==> config.mk <==
export PLATFORM = sky130hd
export DESIGN_NAME = stopwatch_ctrl_flat
export DESIGN_NICKNAME = d
export VERILOG_FILES = /design/src/rtl/stopwatch_ctrl_if.sv /design/src/rtl/stopwatch_ctrl.sv /design/src/flat_wrapper.sv
export SDC_FILE = /design/constraint.sdc
export NUM_CORES = 1
export LEC_CHECK = 0
export CORE_AREA = 2 2 59 72
export CTS_BUF_LIST = sky130_fd_sc_hd__clkbuf_4 sky130_fd_sc_hd__clkbuf_8
export DETAILED_ROUTE_END_ITERATION = 16
export DIE_AREA = 0 0 61 74
export GPL_ROUTABILITY_DRIVEN = 1
export PLACE_DENSITY = 0.78
export SLEW_MARGIN = 20
export SYNTH_ARGS = -nofsm -noshare
export SYNTH_HDL_FRONTEND = slang
export SYNTH_SLANG_ARGS = --single-unit
==> constraint.sdc <==
create_clock -name clock -period 2 [get_ports clock]
set_input_delay 0.4 -clock clock [delete_from_list [all_inputs] [get_ports clock]]
set_output_delay 0.4 -clock clock [all_outputs]
set_load 0.01 [all_outputs]
==> src/rtl/stopwatch_ctrl_if.sv <==
// rtl/stopwatch_ctrl_if.sv - press-event and display bundle around the stopwatch controller
// Purpose: groups the synchronized press events going into the stopwatch and the
//          BCD/run/tick signals going out to the 7-segment decoder stage.
// Signals:
//   start_stop_pressed : one-cycle start/stop press event
//   clear_pressed      : one-cycle clear press event
//   count_ones         : BCD units digit
//   count_tens         : BCD tens digit
//   running            : high while the stopwatch is running
//   tick               : one-cycle pulse on every count increment
// Modports: master drives presses and observes the display, slave is the stopwatch.
interface stopwatch_ctrl_if;
  logic       start_stop_pressed;
  logic       clear_pressed;
  logic [3:0] count_ones;
  logic [3:0] count_tens;
  logic       running;
  logic       tick;

  modport master (
    output start_stop_pressed,
    output clear_pressed,
    input  count_ones,
    input  count_tens,
    input  running,
    input  tick
  );

  modport slave (
    input  start_stop_pressed,
    input  clear_pressed,
    output count_ones,
    output count_tens,
    output running,
    output tick
  );
endinterface

==> src/rtl/stopwatch_ctrl.sv <==
// rtl/stopwatch_ctrl.sv - two-digit BCD seconds stopwatch with start/stop and clear
// Purpose: IDLE/RUNNING/PAUSED controller with a TICK_DIV prescaler driving a
//          00..99 wrapping BCD counter; all outputs registered.
// Ports:
//   clock   : source clock
//   reset_n : asynchronous active-low reset (synchronized reset upstream)
//   bus     : stopwatch_ctrl_if.slave (press events in, digits/running/tick out)
// Option: define STOPWATCH_LOCKOUT_EN to ignore start/stop presses for
//         LOCKOUT_CYCLES cycles after each accepted one.
module stopwatch_ctrl #(
  parameter int TICK_DIV       = 50_000_000,
  parameter int LOCKOUT_CYCLES = 5_000_000
) (
  input  logic            clock,
  input  logic            reset_n,
  stopwatch_ctrl_if.slave bus
);
  localparam int            PW      = $clog2(TICK_DIV);
  localparam logic [PW-1:0] PS_LAST = PW'(TICK_DIV - 1);

  typedef enum logic [1:0] {S_IDLE, S_RUNNING, S_PAUSED} state_t;

  state_t        r_state, w_state_nxt;
  logic [PW-1:0] r_ps, w_ps_nxt;
  logic [3:0]    r_ones, w_ones_nxt;
  logic [3:0]    r_tens, w_tens_nxt;
  logic          r_running;
  logic          r_tick, w_tick_nxt;
  logic          w_ss;

`ifdef STOPWATCH_LOCKOUT_EN
  localparam int            LW        = (LOCKOUT_CYCLES > 1) ? $clog2(LOCKOUT_CYCLES) : 1;
  localparam logic [LW-1:0] LOCK_LOAD = LW'(LOCKOUT_CYCLES - 1);

  logic [LW-1:0] r_lock, w_lock_nxt;

  // A start/stop press only counts once the previous one's lockout has drained.
  assign w_ss = bus.start_stop_pressed && (r_lock == '0);

  always_comb begin
    w_lock_nxt = (r_lock != '0) ? r_lock - LW'(1) : r_lock;
    if (bus.clear_pressed) begin
      w_lock_nxt = '0;
    end else if (w_ss) begin
      w_lock_nxt = LOCK_LOAD;
    end
  end

  always_ff @(posedge clock or negedge reset_n) begin
    if (!reset_n) begin
      r_lock <= '0;
    end else begin
      r_lock <= w_lock_nxt;
    end
  end
`else
  logic w_unused_lockout;
  assign w_unused_lockout = (LOCKOUT_CYCLES != 0);
  assign w_ss             = bus.start_stop_pressed;
`endif

  always_comb begin
    w_state_nxt = r_state;
    w_ps_nxt    = r_ps;
    w_ones_nxt  = r_ones;
    w_tens_nxt  = r_tens;
    w_tick_nxt  = 1'b0;
    // Clear overrides everything, including a simultaneous start/stop press.
    if (bus.clear_pressed) begin
      w_state_nxt = S_IDLE;
      w_ps_nxt    = '0;
      w_ones_nxt  = 4'd0;
      w_tens_nxt  = 4'd0;
    end else begin
      case (r_state)
        S_IDLE: begin
          w_ps_nxt = '0;
          if (w_ss) begin
            w_state_nxt = S_RUNNING;
          end
        end
        S_RUNNING: begin
          // The increment still happens when a pause lands on the wrap cycle.
          if (r_ps == PS_LAST) begin
            w_ps_nxt   = '0;
            w_tick_nxt = 1'b1;
            if (r_ones == 4'd9) begin
              w_ones_nxt = 4'd0;
              w_tens_nxt = (r_tens == 4'd9) ? 4'd0 : r_tens + 4'd1;
            end else begin
              w_ones_nxt = r_ones + 4'd1;
            end
          end else begin
            w_ps_nxt = r_ps + PW'(1);
          end
          if (w_ss) begin
            w_state_nxt = S_PAUSED;
          end
        end
        S_PAUSED: begin
          // Prescaler holds, so paused time is not counted on resume.
          if (w_ss) begin
            w_state_nxt = S_RUNNING;
          end
        end
        default: begin
          w_state_nxt = S_IDLE;
        end
      endcase
    end
  end

  always_ff @(posedge clock or negedge reset_n) begin
    if (!reset_n) begin
      r_state   <= S_IDLE;
      r_ps      <= '0;
      r_ones    <= 4'd0;
      r_tens    <= 4'd0;
      r_running <= 1'b0;
      r_tick    <= 1'b0;
    end else begin
      r_state   <= w_state_nxt;
      r_ps      <= w_ps_nxt;
      r_ones    <= w_ones_nxt;
      r_tens    <= w_tens_nxt;
      r_running <= (w_state_nxt == S_RUNNING);
      r_tick    <= w_tick_nxt;
    end
  end

  assign bus.count_ones = r_ones;
  assign bus.count_tens = r_tens;
  assign bus.running    = r_running;
  assign bus.tick       = r_tick;
endmodule

==> src/flat_wrapper.sv <==
// flat-port wrapper written by rule: the top's interface ports become plain ports
module stopwatch_ctrl_flat 
#(
  parameter int TICK_DIV       = 50_000_000,
  parameter int LOCKOUT_CYCLES = 5_000_000
)
  (clock, reset_n, bus_start_stop_pressed, bus_clear_pressed, bus_count_ones, bus_count_tens, bus_running, bus_tick);
  stopwatch_ctrl_if bus_i ();
  input  logic clock;
  input  logic reset_n;
  input wire logic [$bits(bus_i.start_stop_pressed)-1:0] bus_start_stop_pressed;
  input wire logic [$bits(bus_i.clear_pressed)-1:0] bus_clear_pressed;
  output wire logic [$bits(bus_i.count_ones)-1:0] bus_count_ones;
  output wire logic [$bits(bus_i.count_tens)-1:0] bus_count_tens;
  output wire logic [$bits(bus_i.running)-1:0] bus_running;
  output wire logic [$bits(bus_i.tick)-1:0] bus_tick;
  assign bus_i.start_stop_pressed = bus_start_stop_pressed;
  assign bus_i.clear_pressed = bus_clear_pressed;
  assign bus_count_ones = bus_i.count_ones;
  assign bus_count_tens = bus_i.count_tens;
  assign bus_running = bus_i.running;
  assign bus_tick = bus_i.tick;
  stopwatch_ctrl #(.TICK_DIV(TICK_DIV), .LOCKOUT_CYCLES(LOCKOUT_CYCLES)) u_core (.clock(clock), .reset_n(reset_n), .bus(bus_i));
endmodule
* Word level (Yosys, flattened, before mapping)
Cells that the tools add are included.
** Word-level totals
- Bits in registers :: 38
- Word-level logic and storage cells :: 42
** Cells by class
- $add $sub $neg :: 3
- Equality and inequality tests :: 6
- Muxes and demuxes :: 19
- Reduce and logical (&&, ||, !) cells :: 8
** Operator list (number)
- two-way mux 26 bit :: 2
- case mux 26 bit (2 select lines) :: 1
- two-way mux 4 bit :: 9
- adder 26 x 1 -> 26 bit (second input constant) :: 1
- equality test 26 bit (second input constant) :: 1
- adder 4 x 1 -> 4 bit (second input constant) :: 2
- equality test 4 bit (second input constant) :: 2
- two-way mux 2 bit :: 3
- nonzero test 2 bit :: 3
- equality test 2 x 1 -> 1 bit (second input constant) :: 2
- case mux 2 bit (2 select lines) :: 1
- two-way mux 1 bit :: 3
- AND reduction 3 bit :: 1
- nonzero test 3 bit :: 1
- equality test 2 bit (second input constant) :: 1
- zero test 2 bit :: 1
- AND reduction 2 bit :: 1
- OR reduction 2 bit :: 1

* Longest topological paths before layout
Gate-level depths: netlist of run 1.
- Word-level depth :: 6
- Gate-level depth with buffers :: 7
- Gate-level depth less buffers :: 7

* Worst setup path before layout of run 1
OpenSTA, ideal clock, no wires.
- Kind :: register to register
- Start point :: reg u_core.r_ps[0]
- End point :: reg u_core.r_tens[2] (netlist: u_core.bus.count_tens[2])
- Library setup time :: 78 ps
- Data arrival time :: 1888 ps
- Required time :: 1922 ps
- Setup slack :: 34 ps
- Stages on the path, launching flop included :: 7
- Path buffers :: 0
- Cell sequence :: dfrtp_1 ha_1 nand2_1 nor4_4 nand4_4 or4_1 a21oi_1
** Between the ends
- Cells in the longest elaborated chain, start to end :: 3
** Ends and longest elaborated chain
- from (decl) :: RTL line stopwatch_ctrl.sv:24 : logic [PW-1:0] r_ps, w_ps_nxt;
- from (signal assigned) :: RTL line stopwatch_ctrl.sv:123 : r_ps <= w_ps_nxt;
- equality test 26 bit :: RTL line stopwatch_ctrl.sv:84 : if (r_ps == PS_LAST) begin
- nonzero test 2 bit (no line)
- AND reduction 3 bit (no line)
- to (signal assigned) :: RTL line stopwatch_ctrl.sv:125 : r_tens <= w_tens_nxt;
- to (decl) :: RTL line stopwatch_ctrl.sv:26 : logic [3:0] r_tens, w_tens_nxt;
Every way passes these cells.
A chain may end at the register's enable or synchronous reset.

* Worst setup path after layout of run 1
- Start point :: reg u_core.r_ps[1]
- End point :: reg u_core.r_tens[2] (netlist: u_core.bus.count_tens[2])
The elaborated chain is that of the path after synthesis.

==> results of run 1 <==
cell usage after synthesis (all sizes together):
cell    number  area (um^2)
dfrtp       38          951
nor2        33          124
nand2       28          105
nand3       15         75.1
xor2        15          131
a21oi       13         65.1
nand4       10         98.8
or3          7         47.5
nor3         6         30.0
nor4         6         52.6
xnor2        6         52.6
ha           5         62.6
o21ai        5         25.0
and3         4         26.3
inv          4         15.0
clkbuf       3         11.3
nor2b        3         18.8
buf          2         10.0
nand2b       2         12.5
or4          2         15.0
a21o         1         8.76
a22o         1         8.76
a22oi        1         7.51
a31oi        1         6.26
and2b        1         7.51
mux2         1         11.3
nand3b       1         7.51
nand4b       1         8.76
nor3b        1         7.51
nor4b        1         8.76
nor4bb       1         10.0
or3b         1         8.76
state kept, by name, indices dropped and copies added, names as in the netlist:
name                   count
u_core.r_ps               26
u_core.bus.count_ones      4
u_core.bus.count_tens      4
u_core.r_state             2
u_core.bus.running         1
u_core.bus.tick            1
repair_timing:
item | CTS | global route
gates resized for setup | 2 | 9
setup endpoints to repair | 11 | 8
pin swaps | 1 | 4
hold endpoints to repair | 0 | 0
setup buffers | 0 | 4
per-stage QoR:
stage	std cells	power [mW]	worst slack [ps]	util	cell area, um^2
2_1_floorplan	219	0.819	33.9	-	2030
3_3_place_gp	304	0.861	-62.9	0.620	2390
3_5_place_dp	304	0.862	-114	0.620	2390
4_1_cts	312	1.67	6.61	0.659	2540
5_1_grt	316	1.71	-67.4	0.678	2610
6_report	316	1.66	35.3	0.678	2610
layout make-up:
cell class | instances | area share
multi-input combinational | 172 | 0.418
sequential | 38 | 0.365
timing repair buffer | 40 | 0.131
clock buffer | 6 | 0.0317
tap | 54 | 0.0259
clock inverter | 2 | 0.0230
inverter | 4 | 0.00576
final timing paths:
check,from,endpoint,slack [ps],depth (start not counted)
setup / recovery,u_core.r_ps[1]$_DFFE_PN0P_,u_core.bus.count_tens[2]$_DFFE_PN0P_,40,6
hold / removal,reset_n,u_core.r_ps[13]$_DFFE_PN0P_,140,2
setup reg to reg,u_core.r_ps[1]$_DFFE_PN0P_,u_core.bus.count_tens[2]$_DFFE_PN0P_,40,6
hold reg to reg,u_core.r_ps[25]$_DFFE_PN0P_,u_core.r_ps[25]$_DFFE_PN0P_,550,2
max in group asynchronous,reset_n,u_core.r_ps[24]$_DFFE_PN0P_,1520,2
min in group clock,u_core.r_ps[25]$_DFFE_PN0P_,u_core.r_ps[25]$_DFFE_PN0P_,550,2
power by group through the flow:
stage / clock (mW) / combinational, mW / sequential, mW
5_1_grt: 0.850 / 0.0790 / 0.778
4_1_cts: 0.820 / 0.0703 / 0.777
3_5_place_dp: 0 / 0.0697 / 0.792
2_1_floorplan: 0 / 0.0262 / 0.792
6_report: 0.810 / 0.0701 / 0.778
3_3_place_gp: 0 / 0.0693 / 0.792
layer usage:
metal  vias up  track usage  part of all wire
met1       825        0.287              0.43
met3         9       0.0609             0.046
met5         -            0                 0
li1        848            -                 -
met2        43        0.374              0.50
met4         0        0.101             0.025
worst reg2reg max path: stages (launching register included):
cell                      delay (ps)
sky130_fd_sc_hd__dfrtp_1         390
sky130_fd_sc_hd__ha_4            160
sky130_fd_sc_hd__nand2_2          80
sky130_fd_sc_hd__nor4_4          400
sky130_fd_sc_hd__nand4_4         200
sky130_fd_sc_hd__or4_4           530
sky130_fd_sc_hd__a21oi_2         140
cell families (layout without fill, tap and decap cells):
logic type / count (synthesis) / after routing / share of synthesized area
DFF: 38 / 38 / 0.468
and+or+nand+nor: 123 / 123 / 0.327
xor gates and xnor gates: 21 / 21 / 0.0906
buffers and inverters: 9 / 52 / 0.0179
adders and majority gates: 5 / 5 / 0.0308
muxes: 1 / 1 / 0.00554
AOI/OAI and AO/OA: 22 / 22 / 0.0598
==> implementation parameters, run 1 <==
Parameter                              Value

Setup path
  Standard cell with the maximum stage delay on the critical path ... sky130_fd_sc_hd__or4_4
  Kind of critical path ... reg -> reg
  CP Launch Type ... flip-flop
  Critical Path Max Stage Delay ... 530 ps
  Total buffers and inverters traversed by the critical path ... 0
  WP data arrival ... 2200 ps
  Crit path max-delay family ... simple AND/OR/NAND/NOR gates
  Critical path cell sequence ... ha_4 > nand2_2 > nor4_4 > nand4_4 > or4_4 > a21oi_2
  Data required, critical path ... 2230 ps
  Critical path fanouts, max ... 8
  Endpoint class of the critical path ... flip-flop

Final layout
  Storage element area ... 951 um^2
  Signed area change from the synthesized netlist to the final layout ... 28.4%
  Number of filler instances in the final layout ... 316
  Most common library cell in the layout ignoring fill and taps ... sky130_fd_sc_hd__dfrtp_1
  Area occupied by multi-input gates ... 0.00109 mm^2
  # diodes ... 0
  Nets ... 270
  Commonest cells after routing, fill and taps aside ... 38 x sky130_fd_sc_hd__dfrtp_1, 32 x sky130_fd_sc_hd__nor2_1, 27 x sky130_fd_sc_hd__nand2_1, 26 x sky130_fd_sc_hd__buf_4
  Share of final-layout standard cells stronger than drive strength 1 ... 0.214

STA
  Total Neg Setup Slack ... 0 ps
  Number of setup violations in the final report ... 0
  Worst hold slack across all endpoints ... 139 ps
  Number of endpoints with negative hold slack in the final report ... 0
  RSZ-0062 raised after global routing ... true
  Shortest period the worst path allows ... 1960 ps
  Count of pins over their slew limit ... 0
  Normalized max-slew margin ... 0.678
  Transition time of the tightest slew-check pin ... 483 ps
  Crit share post-route ... 0.982
  Maximum operating frequency ... 0.509 GHz
  Clock tree skew after final layout ... 3.49 ps

Global route
  First-pass GRT wire length ... 7.60 mm
  Initial antenna violation count ... 0
  Remaining global-route overflow ... 0
  Gr usage total ... 0.230
  Number of global-route vias before repair ... 1701
  Largest net degree at the start of global routing ... 39

Power
  Total leakage power ... 1.10 nW
  Sequential power share ... 0.469
  VDD IR max ... 655 uV
  Clock share of power ... 0.489
  Internal power ... 1.33 mW
  Switching share of power ... 0.198
  Relative contribution of combinational cells to total power ... 0.042
  Switching power of the nets ... 0.328 mW
  Power per Cell Area ... 636 mW/mm^2

CTS
  Skew-Pair Late Insertion Delay ... 300 ps
  TritonCTS clock tree ... built
  Clock transition at the registers of the reported paths ... 70 ps
  Clock buffers created by TritonCTS ... 5
  Clock root buffer ... sky130_fd_sc_hd__clkbuf_8
  Maximum clock path buffer count ... 2
  Number of H-tree branching levels ... 2
  Number of sinks driven by the clock tree ... 38
  CTS Hold Bufs ... 0

Floorplanning
  Horiz. Die Dim ... 61 um
  Placeable Area ... 0.00385 mm^2
  Number of top-level pins ... 14
  Number of placement rows ... 25
  Vertical die dimension ... 74 um
  Initial core utilization ... 0.528
  Die Area ... 0.00451 mm^2

Drt
  Count of antenna-violating nets left after detailed routing ... 0
  Iteration-0 DRC count of the detailed router ... 89
  Aggregate routed wire length ... 4.53 mm
  Total number of vias ... 1725
  DRC violation count after routing ... 0
  Count of TritonRoute iterations in the first routing pass ... 4
  DR vias/cell ... 5.46
  Post-DR wirelength/cell ... 14.3 um

Yosys
  Net count after synthesis ... 228
  Seq cells post-synth ... 38
  Average cell area after synthesis ... 9.27 um^2
  Netlist cell types ... 37
  Mapped cell area ... 0.00203 mm^2
  Synth Instances ... 219
  Post-synthesis sequential area ratio ... 0.468
  Yosys warnings ... 0

Placement
  Detailed-placement wirelength estimate ... 3.18 mm
  Final weighted congestion in routability-driven placement ... 0.852
  Number of buffers added on ports ... 13

Job
  # Max-Cap Violations ... 0

Hold path
  Path type of the worst min-delay path ... in -> async

Status
  Result of the run ... finished clean
Note: power is estimated with default switching activity, not from simulation.
==> inputs of run 2 (changes only) <==
--- a/config.mk
+++ b/config.mk
@@ -5,12 +5,13 @@
 export SDC_FILE = /design/constraint.sdc
 export NUM_CORES = 1
 export LEC_CHECK = 0
-export CORE_AREA = 2 2 59 72
+export ABC_AREA = 1
+export CORE_AREA = 2 2 63 77
 export CTS_BUF_LIST = sky130_fd_sc_hd__clkbuf_4 sky130_fd_sc_hd__clkbuf_8
 export DETAILED_ROUTE_END_ITERATION = 16
-export DIE_AREA = 0 0 61 74
+export DIE_AREA = 0 0 65 79
 export GPL_ROUTABILITY_DRIVEN = 1
-export PLACE_DENSITY = 0.78
+export PLACE_DENSITY = 0.79
 export SLEW_MARGIN = 20
 export SYNTH_ARGS = -nofsm -noshare
 export SYNTH_HDL_FRONTEND = slang
==> run 2 against run 1 <==
Against the previous run:
- non-clock buffer count down 23
- first-iteration DRC count up 66%
- flip-flop and latch count unchanged
- largest power group is now registers
- register-to-register slack improved by 200 ps
- sequential share of layout area is 1.6 points lower
- die area increased by 14%
- largest cell class unchanged
- via count is 22% higher
- fmax up 12%
- critical endpoint is now u_core.r_ps[22]$_DFFE_PN0P_
- synthesized area is 17% higher
- cell count increased by 29%
- clock power grew 1%
- hold slack got worse by 83 ps
==> implementation parameters, run 2 <==
Parameter                              Value

Drt
  Iteration-0 DRC count of the detailed router ... 148 (+66%)
  Total number of vias ... 2111 (+22%)
  Aggregate routed wire length ... 5.29 mm (+17%)
  Count of TritonRoute iterations in the first routing pass ... 4 (unchanged)
  DR vias/cell ... 5.19 (-5.0%)
  DRC violation count after routing ... 0 (unchanged)
  Post-DR wirelength/cell ... 13.0 um (-9.3%)
  Count of antenna-violating nets left after detailed routing ... 0 (unchanged)

CTS
  Setup repair bufs after CTS ... 0 (unchanged)
  Post-cts sizing count ... 0 (-2)
  Skew-Pair Late Insertion Delay ... 300 ps (about the same)
  TritonCTS clock tree ... built
  Maximum clock path buffer count ... 2 (unchanged)
  Clock root buffer ... sky130_fd_sc_hd__clkbuf_8
  Number of H-tree branching levels ... 2 (unchanged)
  Clock transition at the registers of the reported paths ... 80 ps (about the same)
  Number of sinks driven by the clock tree ... 38 (unchanged)
  CTS Hold Bufs ... 0 (unchanged)
  Clock buffers created by TritonCTS ... 5 (unchanged)

Setup path
  Critical path fanouts, max ... 13 (+5)
  Reg-to-reg endpoint ... u_core.r_ps[22]$_DFFE_PN0P_
  Cell count along the critical path ... 10 (+4)
  CP Launch Type ... flip-flop
  Standard cell with the maximum stage delay on the critical path ... sky130_fd_sc_hd__dfrtp_1
  Data required, critical path ... 2180 ps (-50 ps)
  Critical path cell sequence ... ha_1 > nand2_1 > inv_1 > nand2_2 > nor2_2 > nand2_1 > nand2_2 > nand2_4 > inv_4 > nor2_1
  Worst r2r path cells ... 10 (+4)
  Endpoint class of the critical path ... flip-flop
  Kind of critical path ... reg -> reg
  Crit path max-delay family ... simple AND/OR/NAND/NOR gates
  Critical Path Max Stage Delay ... 420 ps (-110 ps)
  WP data arrival ... 1940 ps (-260 ps)
  Worst reg2reg path startpoint ... u_core.r_ps[0]$_DFFE_PN0P_
  Setup slack on the worst flop-to-flop path ... 240 ps (+200 ps)
  Total buffers and inverters traversed by the critical path ... 2 (+2)

Yosys
  Post-synthesis sequential area ratio ... 0.399 (-0.0689)
  Portion of netlist area occupied by mux cells ... 0.00420 (-0.00134)
  Mapped cell area ... 0.00238 mm^2 (+17%)
  Most common flop cell mapped by yosys ... sky130_fd_sc_hd__dfrtp_1
  Most used standard cells in the synthesized netlist ... 97 x sky130_fd_sc_hd__nand2_1, 48 x sky130_fd_sc_hd__nor2_1, 38 x sky130_fd_sc_hd__dfrtp_1, 36 x sky130_fd_sc_hd__inv_1, 30 x sky130_fd_sc_hd__nand3_1
  Adder-cell share of the synthesized area ... 0.0263 (-0.00453)
  Average cell area after synthesis ... 7.28 um^2 (-21%)
  Area share of the largest cell type after synthesis ... 0.399 (-0.0689)
  Seq cells post-synth ... 38 (unchanged)
  Synth Instances ... 327 (+49%)
  Xor and xnor fraction of the mapped netlist area ... 0.0515 (-0.0391)
  Net count after synthesis ... 336 (+47%)
  Share of synthesized flip-flops with an asynchronous set or reset ... 1.00 (unchanged)
  Count of flip-flops with a built-in enable after synthesis ... 0 (unchanged)
  Most area-consuming cells after synthesis ... sky130_fd_sc_hd__dfrtp_1 40%, sky130_fd_sc_hd__nand2_1 15%, sky130_fd_sc_hd__nor2_1 7.6%
  Synth Area in Compound Gates ... 0.0315 (-0.0282)
  Largest family of logic cells by synthesized area ... simple AND/OR/NAND/NOR gates
  Synth Area in Simple Gates ... 0.409 (+0.0822)
  Most frequent cell after synthesis ... sky130_fd_sc_hd__nand2_1
  Synth area leader ... sky130_fd_sc_hd__dfrtp_1
  Yosys warnings ... 0 (unchanged)
  Netlist cell types ... 32 (-14%)

Placement
  Number of cells in the design after placement ... 399 (+31%)
  Final weighted congestion in routability-driven placement ... 0.889 (+4.4%)
  Standard cell area after detailed placement ... 0.00258 mm^2 (+8.3%)
  Detailed-placement wirelength estimate ... 3.92 mm (+23%)
  Number of buffers added on ports ... 13 (unchanged)

Power
  Power per Cell Area ... 764 mW/mm^2 (+20%)
  Relative contribution of combinational cells to total power ... 0.176 (+0.134)
  Clock share of power ... 0.394 (-0.095)
  Internal power ... 1.53 mW (+15%)
  Total leakage power ... 1.21 nW (+9.6%)
  Switching share of power ... 0.267 (+0.0690)
  Sequential power share ... 0.430 (-0.039)
  Switching power of the nets ... 0.556 mW (+70%)
  VDD IR max ... 521 uV (-21%)

Status
  Result of the run ... finished clean

Final layout
  Most common library cell in the layout ignoring fill and taps ... sky130_fd_sc_hd__nand2_1
  Largest Register ... u_core.r_ps
  Area of all placed cells without fillers ... 0.00273 mm^2 (+4.6%)
  Share of final-layout standard cells stronger than drive strength 1 ... 0.112 (-0.102)
  Non-filler instance count after layout ... 407 (+29%)
  Number of filler instances in the final layout ... 415 (+31%)
  Signed area change from the synthesized netlist to the final layout ... 14.6%
  Final Util ... 0.616 (-0.0614)
  # diodes ... 0 (unchanged)
  Commonest cells after routing, fill and taps aside ... 97 x sky130_fd_sc_hd__nand2_1, 48 x sky130_fd_sc_hd__nor2_1, 38 x sky130_fd_sc_hd__dfrtp_1, 36 x sky130_fd_sc_hd__inv_1, 30 x sky130_fd_sc_hd__nand3_1
  Max FFs per register ... 26 (unchanged)
  Nets ... 357 (+32%)

Global route
  Gr usage total ... 0.227 (-0.00311)
  Number of global-route vias before repair ... 2029 (+19%)
  First-pass GRT wire length ... 8.98 mm (+18%)
  Remaining global-route overflow ... 0 (unchanged)
  Largest net degree at the start of global routing ... 39 (unchanged)
  Initial antenna violation count ... 0 (unchanged)

STA
  Worst hold slack across all endpoints ... 55.6 ps (-83.0 ps)
  RSZ-0062 raised after global routing ... false
  Maximum operating frequency ... 0.568 GHz (+12%)
  Count of pins over their slew limit ... 0 (unchanged)
  Transition time of the tightest slew-check pin ... 275 ps (-207 ps)
  Shortest period the worst path allows ... 1760 ps (-203 ps)
  Normalized max-slew margin ... 0.816 (+0.138)
  Total Neg Setup Slack ... 0 ps (unchanged)
  Number of setup violations in the final report ... 0 (unchanged)
  Crit share post-route ... 0.881 (-0.102)
  Number of endpoints with negative hold slack in the final report ... 0 (unchanged)
  Clock tree skew after final layout ... 6.22 ps (+2.73 ps)

Floorplanning
  Number of placement rows ... 27 (+8.0%)
  Vertical die dimension ... 79 um (+6.8%)
  Die Area ... 0.00514 mm^2 (+14%)
  Placeable Area ... 0.00443 mm^2 (+15%)
  Initial core utilization ... 0.538 (+0.0102)
  Number of top-level pins ... 14 (unchanged)
  Horiz. Die Dim ... 65 um (+6.6%)

Hold path
  Path type of the worst min-delay path ... in -> async

Job
  # Max-Cap Violations ... 0 (unchanged)
-- run 2: routing by layer --
metal | wire, um | share of wire | vias up | global-route usage
li1 | - | - | 1068 | -
met1 | 2250 | 0.43 | 993 | 0.264
met2 | 2780 | 0.52 | 42 | 0.415
met3 | 167 | 0.032 | 8 | 0.0425
met4 | 95 | 0.018 | 0 | 0.0745
met5 | 0 | 0 | - | 0
-- run 2: through the flow --
stage | setup WS (ps) | power [mW]
6_report | 238 | 2.08
5_1_grt | 41.9 | 2.17
4_1_cts | 252 | 2.09
3_5_place_dp | 194 | 1.28
3_3_place_gp | 220 | 1.27
2_1_floorplan | 527 | 1.11
-- run 2: logic make-up after synthesis --
group / after synthesis
AOI/OAI and AO/OA: 12
xor gates and xnor gates: 14
adders and majority gates: 5
buffers and inverters: 42
DFF: 38
muxes: 1
and+or+nand+nor: 215
-- run 2: power by group through the flow --
stage	clock network, mW	registers, mW	logic, mW
floorplan	0	0.919	0.195
global placement	0	0.909	0.360
detailed placement	0	0.910	0.368
CTS	0.827	0.896	0.371
global route	0.854	0.904	0.410
finish	0.821	0.896	0.367
-- run 2: final cells by class --
type                       count  area, um^2  area share
multi-input combinational    247        1240       0.456
sequential                    38         951       0.349
timing repair buffer          17         168      0.0615
inverter                      39         149      0.0546
clock buffer                   6        82.6      0.0303
tap                           58        72.6      0.0266
clock inverter                 2        60.1      0.0220
-- run 2: how the worst max path moves through the flow --
stage                                                    start                           to
after global routing                u_core.r_ps[0]$_DFFE_PN0P_  u_core.r_ps[16]$_DFFE_PN0P_
after detailed placement                     bus_clear_pressed  u_core.r_ps[22]$_DFFE_PN0P_
after global placement                       bus_clear_pressed  u_core.r_ps[22]$_DFFE_PN0P_
after floorplan                     u_core.r_ps[0]$_DFFE_PN0P_  u_core.r_ps[13]$_DFFE_PN0P_
final                               u_core.r_ps[0]$_DFFE_PN0P_  u_core.r_ps[22]$_DFFE_PN0P_
after CTS                 u_core.bus.count_tens[0]$_DFFE_PN0P_            bus_count_tens[0]
==> edit, RTL diff (config.mk and constraints of run 1) <==
`TICK_DIV` is set to 50_000_000 in 2 places; all go to 200_000_000.
--- a/src/rtl/stopwatch_ctrl.sv
+++ b/src/rtl/stopwatch_ctrl.sv
@@ -8,7 +8,7 @@
 // Option: define STOPWATCH_LOCKOUT_EN to ignore start/stop presses for
 //         LOCKOUT_CYCLES cycles after each accepted one.
 module stopwatch_ctrl #(
-  parameter int TICK_DIV       = 50_000_000,
+  parameter int TICK_DIV       = 200_000_000,
   parameter int LOCKOUT_CYCLES = 5_000_000
 ) (
   input  logic            clock,
--- a/src/flat_wrapper.sv
+++ b/src/flat_wrapper.sv
@@ -1,7 +1,7 @@
 // flat-port wrapper written by rule: the top's interface ports become plain ports
 module stopwatch_ctrl_flat 
 #(
-  parameter int TICK_DIV       = 50_000_000,
+  parameter int TICK_DIV       = 200_000_000,
   parameter int LOCKOUT_CYCLES = 5_000_000
 )
   (clock, reset_n, bus_start_stop_pressed, bus_clear_pressed, bus_count_ones, bus_count_tens, bus_running, bus_tick);
Behaviour: no difference found for any inputs over 10 cycles, from zero or initial values and one cycle with reset_n low; that may be too few to reach the edited logic, so the function may still have changed.
==> edit against run 1 <==
The run now ends with setup timing left; fmax fell by 6.6%; worst setup slack got worse by 0.14 ns; synthesized area rose by 3.1%; cell area rose by 8.1%; sequential cell count rose by 2; power fell by 2.9%; routed wire length rose by 4.8%; critical path type unchanged; largest power group is now registers; highest routed layer unchanged.
==> edit: results (changes against run 1) <==
{| class="wikitable"
! Metric !! Value
|-
| Result of the run || finished, violations left
|-
| Failing checks || setup timing
|-
| Leading post-synthesis cells by cell area || dfrtp_1, xor2_1, nor2_1
|-
| Number of library cell types mapped by synthesis || 36 (-2.7%)
|-
| Final setup violation count || 22 (+22)
|-
| List of most frequent post-synthesis cells || dfrtp_1, nor2_1, nand2_1
|-
| Peak supply drop || 0.0003185 V (-51%)
|-
| Layout cells sized above 1 || 24.21% (+2.8 points)
|-
| Number of global-route vias before repair || 1810 (+6.4%)
|-
| Max reg flops || 28 (+7.7%)
|-
| Number of nets produced by synthesis || 233 (+2.2%)
|-
| Worst slack after detailed placement || -0.1805 ns (-0.06669 ns)
|-
| Total negative setup slack || -0.2844 ns (-0.2844 ns)
|-
| Wire length of the first global-routing pass || 7824 µm (+2.9%)
|-
| Final GP Congestion || 0.8049 (-5.5%)
|-
| Critical Path Fanout Max || 4 (-4)
|-
| Sequential fraction of the synthesis area || 47.82% (+0.99 points)
|-
| Violation count after the first detailed-routing iteration || 132 (+48%)
|-
| Total of fill cells in the finished design || 283 (-10%)
|-
| Largest net degree at the start of global routing || 41 (+5.1%)
|-
| Number of nets in the finished design || 293 (+8.5%)
|-
| Per-instance average area after synthesis || 9.345 µm² (+0.78%)
|-
| Worst-case setup margin in the final layout || -0.1037 ns (-0.1391 ns)
|-
| Hold slack final || 0.1497 ns (+0.01113 ns)
|-
| Placed wire-length estimate after detailed placement || 3325 µm (+4.6%)
|-
| Tot GR Track Use || 23.51% (+0.47 points)
|}
edit: cell count changes after synthesis, sizes merged, moves of 4 or more:
cell,before,now
clkbuf,3,8
nor3b,1,5
nand2,28,18
nor2,33,37
nand3,15,19
or3,7,3
edit: worst max-delay path: stages (launching register included):
cell and delay (ns):
dfrtp_1 0.39, nor4_2 0.40, nand4_1 0.17, or3_4 0.43, or4b_1 0.47, a31oi_1 0.17
edit: kinds of logic after synthesis:
group	Yosys count	share of synthesized area, %
adders and majority gates	5	2.989
muxes	2	0.9564
buffers and inverters	12	2.211
AOI/OAI and AO/OA	28	7.472
DFF	40	47.82
and+or+nand+nor	115	29.35
xor gates and xnor gates	22	9.205
edit: report_power, final:
group          internal, µW  total (µW)  switching (µW)
Sequential              813         816            3.06
Clock                   440         716             276
Combinational          29.9        77.2            47.3
edit: final cells by class:
type	count	area [µm²]	share of cell area [%]
repair buffers	61	498.0	17.67
inverters	4	15.01	0.5326
flip-flops and latches	40	1001	35.51
clock inverters	1	30.03	1.065
well taps	54	67.56	2.397
clock buffers	7	96.34	3.418
multi-input cells	172	1111	39.41
edit: per-layer routing:
layer,global-route usage (%),wire length (µm)
met2,42.05,2528
met3,5.217,163
met1,26.78,1929
met4,9.179,121
met5,0,0
edit: worst paths after layout:
kind                            startpoint                  endpoint
max reg2reg                u_core.r_ps[13]  u_core.bus.count_ones[3]
min in group clock         u_core.r_ps[14]           u_core.r_ps[14]
min                                reset_n         u_core.r_state[0]
min reg2reg                u_core.r_ps[14]           u_core.r_ps[14]
max in group asynchronous          reset_n            u_core.r_ps[8]
max                        u_core.r_ps[13]  u_core.bus.count_ones[3]
edit: timing repair:
item	in CTS	in global routing
setup endpoints to repair	27	31
resized for setup	2	5
pin swaps	2	5
buffers inserted	2	1
